===== src/rtl/miss_tracker.sv =====
// Miss/hit classifier for presented targets: opens a difficulty-timed window,
// counts hits (score) and misses, and raises game_over. Optional: FALSE_HIT_PENALTY_EN.
module miss_tracker #(
    parameter int unsigned WIN_EASY = 100000000,
    parameter int unsigned WIN_MED  = 50000000,
    parameter int unsigned WIN_HARD = 25000000,
    parameter int unsigned MAX_MISS = 3
) (
    input  logic       clk,
    input  logic       rst_n,
    input  logic       start,
    input  logic [1:0] difficulty,
    input  logic       target_valid,
    input  logic       hit,
    output logic [1:0] miss,
    output logic [7:0] score,
    output logic       busy,
    output logic       hit_pulse,
    output logic       miss_pulse,
    output logic       game_over
);

    typedef enum logic [1:0] {STOP, IDLE, ARMED, OVER} state_t;

    localparam logic [1:0] MAX_MISS_C = 2'(MAX_MISS);

    state_t      state, state_n;
    logic [31:0] timer, timer_n;
    logic [31:0] win_len;
    logic [1:0]  miss_n;
    logic [7:0]  score_n;
    logic        hit_pulse_n, miss_pulse_n, game_over_n;
    logic        count_miss;

    // Difficulty only matters at acceptance: loading the timer is the latch.
    always_comb begin
        case (difficulty)
            2'b00:   win_len = WIN_EASY;
            2'b01:   win_len = WIN_MED;
            default: win_len = WIN_HARD;
        endcase
    end

    always_comb begin
        state_n      = state;
        timer_n      = timer;
        miss_n       = miss;
        score_n      = score;
        hit_pulse_n  = 1'b0;
        miss_pulse_n = 1'b0;
        game_over_n  = game_over;
        count_miss   = 1'b0;

        if (start) begin
            state_n     = IDLE;
            miss_n      = 2'd0;
            score_n     = 8'd0;
            game_over_n = 1'b0;
        end else begin
            case (state)
                IDLE: begin
`ifdef FALSE_HIT_PENALTY_EN
                    if (hit) begin
                        count_miss = 1'b1;
                    end else if (target_valid) begin
                        timer_n = win_len - 32'd1;
                        state_n = ARMED;
                    end
`else
                    if (target_valid) begin
                        timer_n = win_len - 32'd1;
                        state_n = ARMED;
                    end
`endif
                end
                ARMED: begin
                    // A hit on the last window cycle beats the timeout.
                    if (hit) begin
                        hit_pulse_n = 1'b1;
                        state_n     = IDLE;
                        if (score != 8'hFF) score_n = score + 8'd1;
                    end else if (timer == 32'd0) begin
                        count_miss = 1'b1;
                        state_n    = IDLE;
                    end else begin
                        timer_n = timer - 32'd1;
                    end
                end
                default: ;
            endcase

            if (count_miss) begin
                miss_pulse_n = 1'b1;
                miss_n       = miss + 2'd1;
                if (miss + 2'd1 == MAX_MISS_C) begin
                    game_over_n = 1'b1;
                    state_n     = OVER;
                end
            end
        end
    end

    always_ff @(posedge clk or negedge rst_n) begin
        if (!rst_n) begin
            state      <= STOP;
            timer      <= 32'd0;
            miss       <= 2'd0;
            score      <= 8'd0;
            hit_pulse  <= 1'b0;
            miss_pulse <= 1'b0;
            game_over  <= 1'b0;
        end else begin
            state      <= state_n;
            timer      <= timer_n;
            miss       <= miss_n;
            score      <= score_n;
            hit_pulse  <= hit_pulse_n;
            miss_pulse <= miss_pulse_n;
            game_over  <= game_over_n;
        end
    end

    assign busy = (state == ARMED);

endmodule


===== config.mk =====
export PLATFORM = sky130hd
export DESIGN_NAME = miss_tracker
export DESIGN_NICKNAME = d
export VERILOG_FILES = /design/src/rtl/miss_tracker.sv
export SDC_FILE = /design/constraint.sdc
export NUM_CORES = 1
export LEC_CHECK = 0
export CAP_MARGIN = 20
export CORE_MARGIN = 8
export CORE_UTILIZATION = 35
export CTS_BUF_LIST = sky130_fd_sc_hd__clkbuf_4
export DETAILED_ROUTE_END_ITERATION = 10
export SETUP_SLACK_MARGIN = 0.15
export SYNTH_ARGS = -nofsm -noshare
export SYNTH_HDL_FRONTEND = slang
export SYNTH_SLANG_ARGS = --single-unit

===== constraint.sdc =====
create_clock -name clk -period 5.05 [get_ports clk]
set_clock_uncertainty 0.2 [all_clocks]
set_input_delay 1.2625 -clock clk [delete_from_list [all_inputs] [get_ports clk]]
set_output_delay 1.2625 -clock clk [all_outputs]
set_load 0.02 [all_outputs]

==> impl_metrics.tcl, run 1 <==
set metrics [dict create \
    layout.filler_cells 829 \
    cp-startpoint "difficulty[1]" \
    slowest_stage "clkdlybuf4s50_1" \
    ant_nets 0 \
    tightest_slew_ns 1.010 \
    max_stage_delay_ns 0.53 \
    drc 0 \
    leakage_nw 1.185 \
    drv_cap 0 \
    yosys-top-cells-count "47 x dfrtp_1, 38 x nor2_1, 31 x nand2_1" \
    synth-main-ff-cell "dfrtp_1" \
    routed_via_density 6.000 \
    drt_iter0_markers 273 \
    postSynthAreaPerCell_um2 8.537 \
    seq_area_frac_synth_pct 39.25 \
    worstSetupPathType "input pin to flop" \
    die_w_um 108.5 \
    gr-usage-all-layers_pct 15.13 \
    synthArstFlopShare_pct 100.0 \
    ir_drop_mv 0.1554 \
    clk_pin_slew_worst_paths_ns 0.14 \
    start_util_pct 36.29 \
    pre_cts_ws_ns 1.011 \
    dp_hpwl_um 5838 \
    synth_area_leader_cell "dfrtp_1" \
    cts_made_buffers 5 \
    drive_gt1_share_pct 7.629 \
    required_ns 5.12 \
    cts_max_level 2 \
    max-slew-margin-rel_pct 32.07 \
    fmax_ghz 0.2732 \
    synth_area_leaders "dfrtp_1 39%, nor2_1 4.8%, xnor2_1 4.4%" \
    cts_hold_buf 0 \
    setup_viol 0 \
    syn_to_final_growth_pct 14.07 \
    root_buffer "clkbuf_4" \
    grt_pass1_vias 2776 \
    path_cells "clkdlybuf4s50_1 -> nor3_1 -> a22oi_1 -> buf_4 -> or2_0 -> or4_1 -> a311o_1" \
    cts_resized 0 \
    dieArea_um2 11780 \
    rsz0062_at_grt "false" \
    worstPathMaxFanout 10 \
    fin_cells 472 \
    r2r_start "state[0]" \
    cts_setup_buffers 0 \
    hold_violations 0 \
    io_buffers 20 \
    vias 2832 \
    ios 21 \
    setup_tns_ns 0 \
    die_h_um 108.5 \
    synth_edf_count 0 \
    pwr_density_cell_nw_per_um2 385.4 \
    ys.warnings.count 0 \
    wl_per_cell_um 17.84 \
    core-area_um2 8258 \
    hold_class "flop to flop" \
    layout_setup_ws_ns 1.390 \
    nNetsFinal 378 \
    rows 33 \
    finalCriticalPeriod_ns 3.660 \
    netlist_area_um2 2997 \
    cp-start-kind "input pin" \
    path_buf_inv 2 \
    antenna_cells 0 \
    wl_um 8421 \
    worst_ep_arrival_time_ns 3.73 \
    synth.top_cell.area_share_pct 39.25 \
    syn_inst 351 \
    ys_ff_latch 47 \
    drt-pass1-iter-count 5 \
    routabilityCongestion 0.8483 \
    cts_sinks 47 \
    synth_cell_types 58 \
    place_inst 464 \
    drv_slew 0 \
    grt_max_degree 38 \
    yosysMostFrequentCell "dfrtp_1" \
    worst_skew_pair.late_latency_ns 0.38 \
    cts_tree "yes" \
    gr-total-overflow 0 \
    outcome "finished clean" \
    clockBufferDepth 2 \
    path_delay_family "simple AND/OR/NAND/NOR gates" \
    grt_pass1_wl_um 14150 \
    setup.worst_path.end_class "flop" \
    period_share_pct 72.48 \
    min_from "timer[31]" \
    timing.hold.ws_ns 0.3211 \
    antenna_found_initial 0 \
    power_mw 1.317 \
    syn-num-nets 363 \
]
## report_power, final
group          internal, mW  switching (mW)  leakage, nW
clock network         0.160           0.131       0.0559
logic                 0.180           0.280        0.569
registers             0.453           0.114        0.560
total                 0.793           0.524         1.18
## path summary, 6_finish.rpt
check                      slack [ns]         to  cells past startpoint
hold reg to reg                  0.32  timer[31]                      2
min in group asynchronous        0.69  timer[10]                      1
hold / removal                   0.32  timer[31]                      2
setup reg to reg                 1.52  timer[24]                     11
max in group asynchronous        3.22  timer[28]                      2
setup / recovery                 1.39  timer[24]                      7
## per-stage QoR
step	utilization, %	instance area [um2]
final	41.39	3418
after global routing	41.39	3418
after CTS	41.39	3418
after detailed placement	40.12	3313
after global placement	40.12	3313
after floorplan	-	2997
## cell families (layout without fill, tap and decap cells)
family,count (synthesis),after routing,synth area share (%)
DFF,47,47,39.25
muxes,5,5,1.670
and+or+nand+nor,178,178,32.57
xor gates and xnor gates,19,19,5.553
adders and majority gates,5,5,2.088
AOI/OAI and AO/OA,67,67,14.99
buffers and inverters,30,46,3.883
## worst reg2reg max path, cell delays in order (launching register included)
cell      delay (ns)
dfrtp_1         0.40
inv_1           0.05
ha_1            0.36
buf_4           0.28
nand2_1         0.08
ha_1            0.27
nor4bb_1        0.30
a22oi_1         0.10
buf_4           0.21
or2_0           0.32
or4_1           0.50
a311o_1         0.36
## sequential cells by signal, summed over array words and instances (netlist names)
register    count
score           8
miss_pulse      1
game_over       1
hit_pulse       1
timer          32
miss            2
state           2
## routing by layer
layer / share of wire (%) / wire length [um] / up-vias / track usage (%)
li1: - / - / 1338 / -
met1: 47 / 3976 / 1361 / 20.25
met2: 45 / 3764 / 113 / 23.63
met3: 6.4 / 538 / 20 / 3.093
met4: 1.7 / 142 / 0 / 5.376
met5: 0 / 0 / - / 0
## final cells by class
class / count / area, um2 / area share (%)
Clock buffer: 6 / 45.04 / 1.318
Clock inverter: 2 / 60.06 / 1.757
Inverter: 10 / 37.54 / 1.098
Multi-Input combinational cell: 274 / 1713 / 50.11
Sequential cell: 47 / 1176 / 34.41
Tap cell: 105 / 131.4 / 3.843
Timing Repair Buffer: 28 / 255.2 / 7.467
## layout by cell type (no fill, tap or decap), types with 5 or more instances in the layout
cell type,count
a21oi_1,11
buf_4,8
clkbuf_4,6
clkdlybuf4s50_1,19
dfrtp_1,47
ha_1,5
inv_1,9
mux2i_1,5
nand2_1,31
nand3_1,13
nand4_1,8
nor2_1,38
nor2b_1,5
nor3_1,17
nor4_1,16
o21ai_0,20
o22ai_1,6
or3_1,9
or4_1,10
xnor2_1,15
Power figures use the tool's default switching activity.
==> inputs of run 2 (changes only) <==
==> constraint.sdc (replaced) <==
create_clock -name clk -period 3.25 [get_ports clk]
set_clock_uncertainty 0.2 [all_clocks]
set_input_delay 0.8125 -clock clk [delete_from_list [all_inputs] [get_ports clk]]
set_output_delay 0.8125 -clock clk [all_outputs]
set_load 0.02 [all_outputs]
==> impl_metrics.tcl, run 2 (synthesis gave the netlist of run 1 again) <==
set metrics [dict create \
    root_buffer "clkbuf_4" \
    rows 33 \
    layout.filler_cells 841 \
    pwr-share-clk_pct 14.7 \
    cts_max_level 2 \
    syn_to_final_growth_pct 20.83 \
    required_ns 2.24 \
    fin_cells 494 \
    worst_skew_pair.late_latency_ns 0.38 \
    setup_tns_ns 0 \
    outcome "finished clean" \
    grt_pass1_wl_um 14360 \
    cts_hold_buf 0 \
    vias 2832 \
    cp-start-kind "flop" \
    place_area_um2 3563 \
    leakage_nw 1.282 \
    core-area_um2 8258 \
    cts_tree "yes" \
    routed_via_density 5.733 \
    worstPathMaxFanout 26 \
    grt_pass1_vias 2834 \
    pre_cts_ws_ns 0.06699 \
    power_frac_seq_pct 44.9 \
    r2r_start "state[0]" \
    gr-usage-all-layers_pct 15.06 \
    top_register "timer" \
    largest_reg_flops 32 \
    r2r_slack_ns 0.38 \
    worstSetupPathType "flop to primary output" \
    ios 21 \
    setup.worst_path.end_class "primary output" \
    finalCriticalPeriod_ns 2.941 \
    dp_hpwl_um 6075 \
    drive_gt1_share_pct 14.40 \
    period_share_pct 90.49 \
    r2r_end "timer[28]" \
    clk_pin_slew_worst_paths_ns 0.16 \
    intPower_mw 1.139 \
    pwr-share-comb_pct 40.3 \
    io_buffers 20 \
    max-slew-margin-rel_pct 65.78 \
    ant_nets 0 \
    drt-pass1-iter-count 5 \
    die_h_um 108.5 \
    routabilityCongestion 0.8344 \
    cts_sinks 47 \
    gr-total-overflow 0 \
    hold_violations 0 \
    nNetsFinal 400 \
    cts_made_buffers 5 \
    design_area_um2 3621 \
    rsz0062_at_grt "false" \
    clockBufferDepth 2 \
    grt_max_degree 38 \
    antenna_cells 0 \
    p_switching_mw 0.8510 \
    wl_um 8471 \
    start_util_pct 36.29 \
    pwr_density_cell_nw_per_um2 549.6 \
    drt_iter0_markers 199 \
    fin_util_pct 43.85 \
    wl_per_cell_um 17.15 \
    cts_resized 0 \
    drv_cap 0 \
    antenna_found_initial 0 \
    final_common_cell "dfrtp_1" \
    tightest_slew_ns 0.5091 \
    cts_setup_buffers 0 \
    ir_drop_mv 0.3353 \
    final_cell_mix "47 x dfrtp_1, 38 x nor2_1, 29 x nand2_1, 28 x buf_4, 20 x o21ai_0" \
    drc 0 \
    die_w_um 108.5 \
    place_inst 486 \
    setup_viol 0 \
    swShare_pct 42.77 \
    reg_top3 "timer: 32 flops, score: 8 flops" \
    hold_class "input pin to async pin" \
    layout_setup_ws_ns 0.3090 \
    worst_ep_arrival_time_ns 1.93 \
    dieArea_um2 11780 \
    rr_worst_depth 7 \
    fmax_ghz 0.3400 \
    drv_slew 0 \
]
-- run 2: cell count changes in the layout (fill, tap and decap cells not counted), moves of 2 or more --
cell,previous run,this run
buf_4,8,28
ha_1,5,3
bufinv_16,2,0
ha_4,0,2
nand2_4,0,2
nand2_1,31,29
clkinvlp_4,0,2
buf_12,0,2
-- run 2: cell type report --
class | count | area [um2] | share of cell area, %
multi-input combinational | 274 | 1773 | 48.96
sequential | 47 | 1176 | 32.48
timing repair buffer | 50 | 445.4 | 12.30
tap | 105 | 131.4 | 3.628
clock buffer | 5 | 37.54 | 1.037
inverter | 10 | 37.54 | 1.037
clock inverter | 3 | 20.02 | 0.5529
-- run 2: layer usage --
layer / global-route usage [%] / wire length [um]
met5: 0 / 0
met3: 3.034 / 324
met1: 19.96 / 4131
met2: 23.89 / 3866
met4: 5.083 / 148
-- run 2: how the worst max path moves through the flow --
stage	cells after the start	slack, ns	to	startpoint
5_1_grt	3	0.21	busy	state[0]
4_1_cts	3	0.29	busy	state[0]
3_3_place_gp	7	0.11	timer[9]	target_valid
2_1_floorplan	13	0.11	timer[24]	state[1]
3_5_place_dp	7	0.07	timer[9]	target_valid
6_report	3	0.31	busy	state[0]
-- run 2: worst max-delay path: stages (launching register included) --
cell,delay (ns)
dfrtp_1,0.43
inv_1,0.10
ha_4,0.36
clkdlybuf4s50_1,0.68
-- run 2: per-stage QoR --
| step | hold WS, ns | power [mW] |
|---|---|---|
| finish | 0.1121 | 1.990 |
| global route | 0.1220 | 2.126 |
| floorplan | 0.2791 | 1.435 |
| CTS | 0.1248 | 1.995 |
| detailed placement | 0.3076 | 1.701 |
| global placement | 0.3127 | 1.690 |
-- run 2: power groups by stage --
stage / sequential, mW / combinational [mW] / clock (mW)
CTS: 0.888 / 0.803 / 0.303
detailed placement: 0.901 / 0.800 / 0
floorplan: 0.843 / 0.592 / 0
global placement: 0.898 / 0.792 / 0
global route: 0.916 / 0.887 / 0.323
finish: 0.894 / 0.802 / 0.293
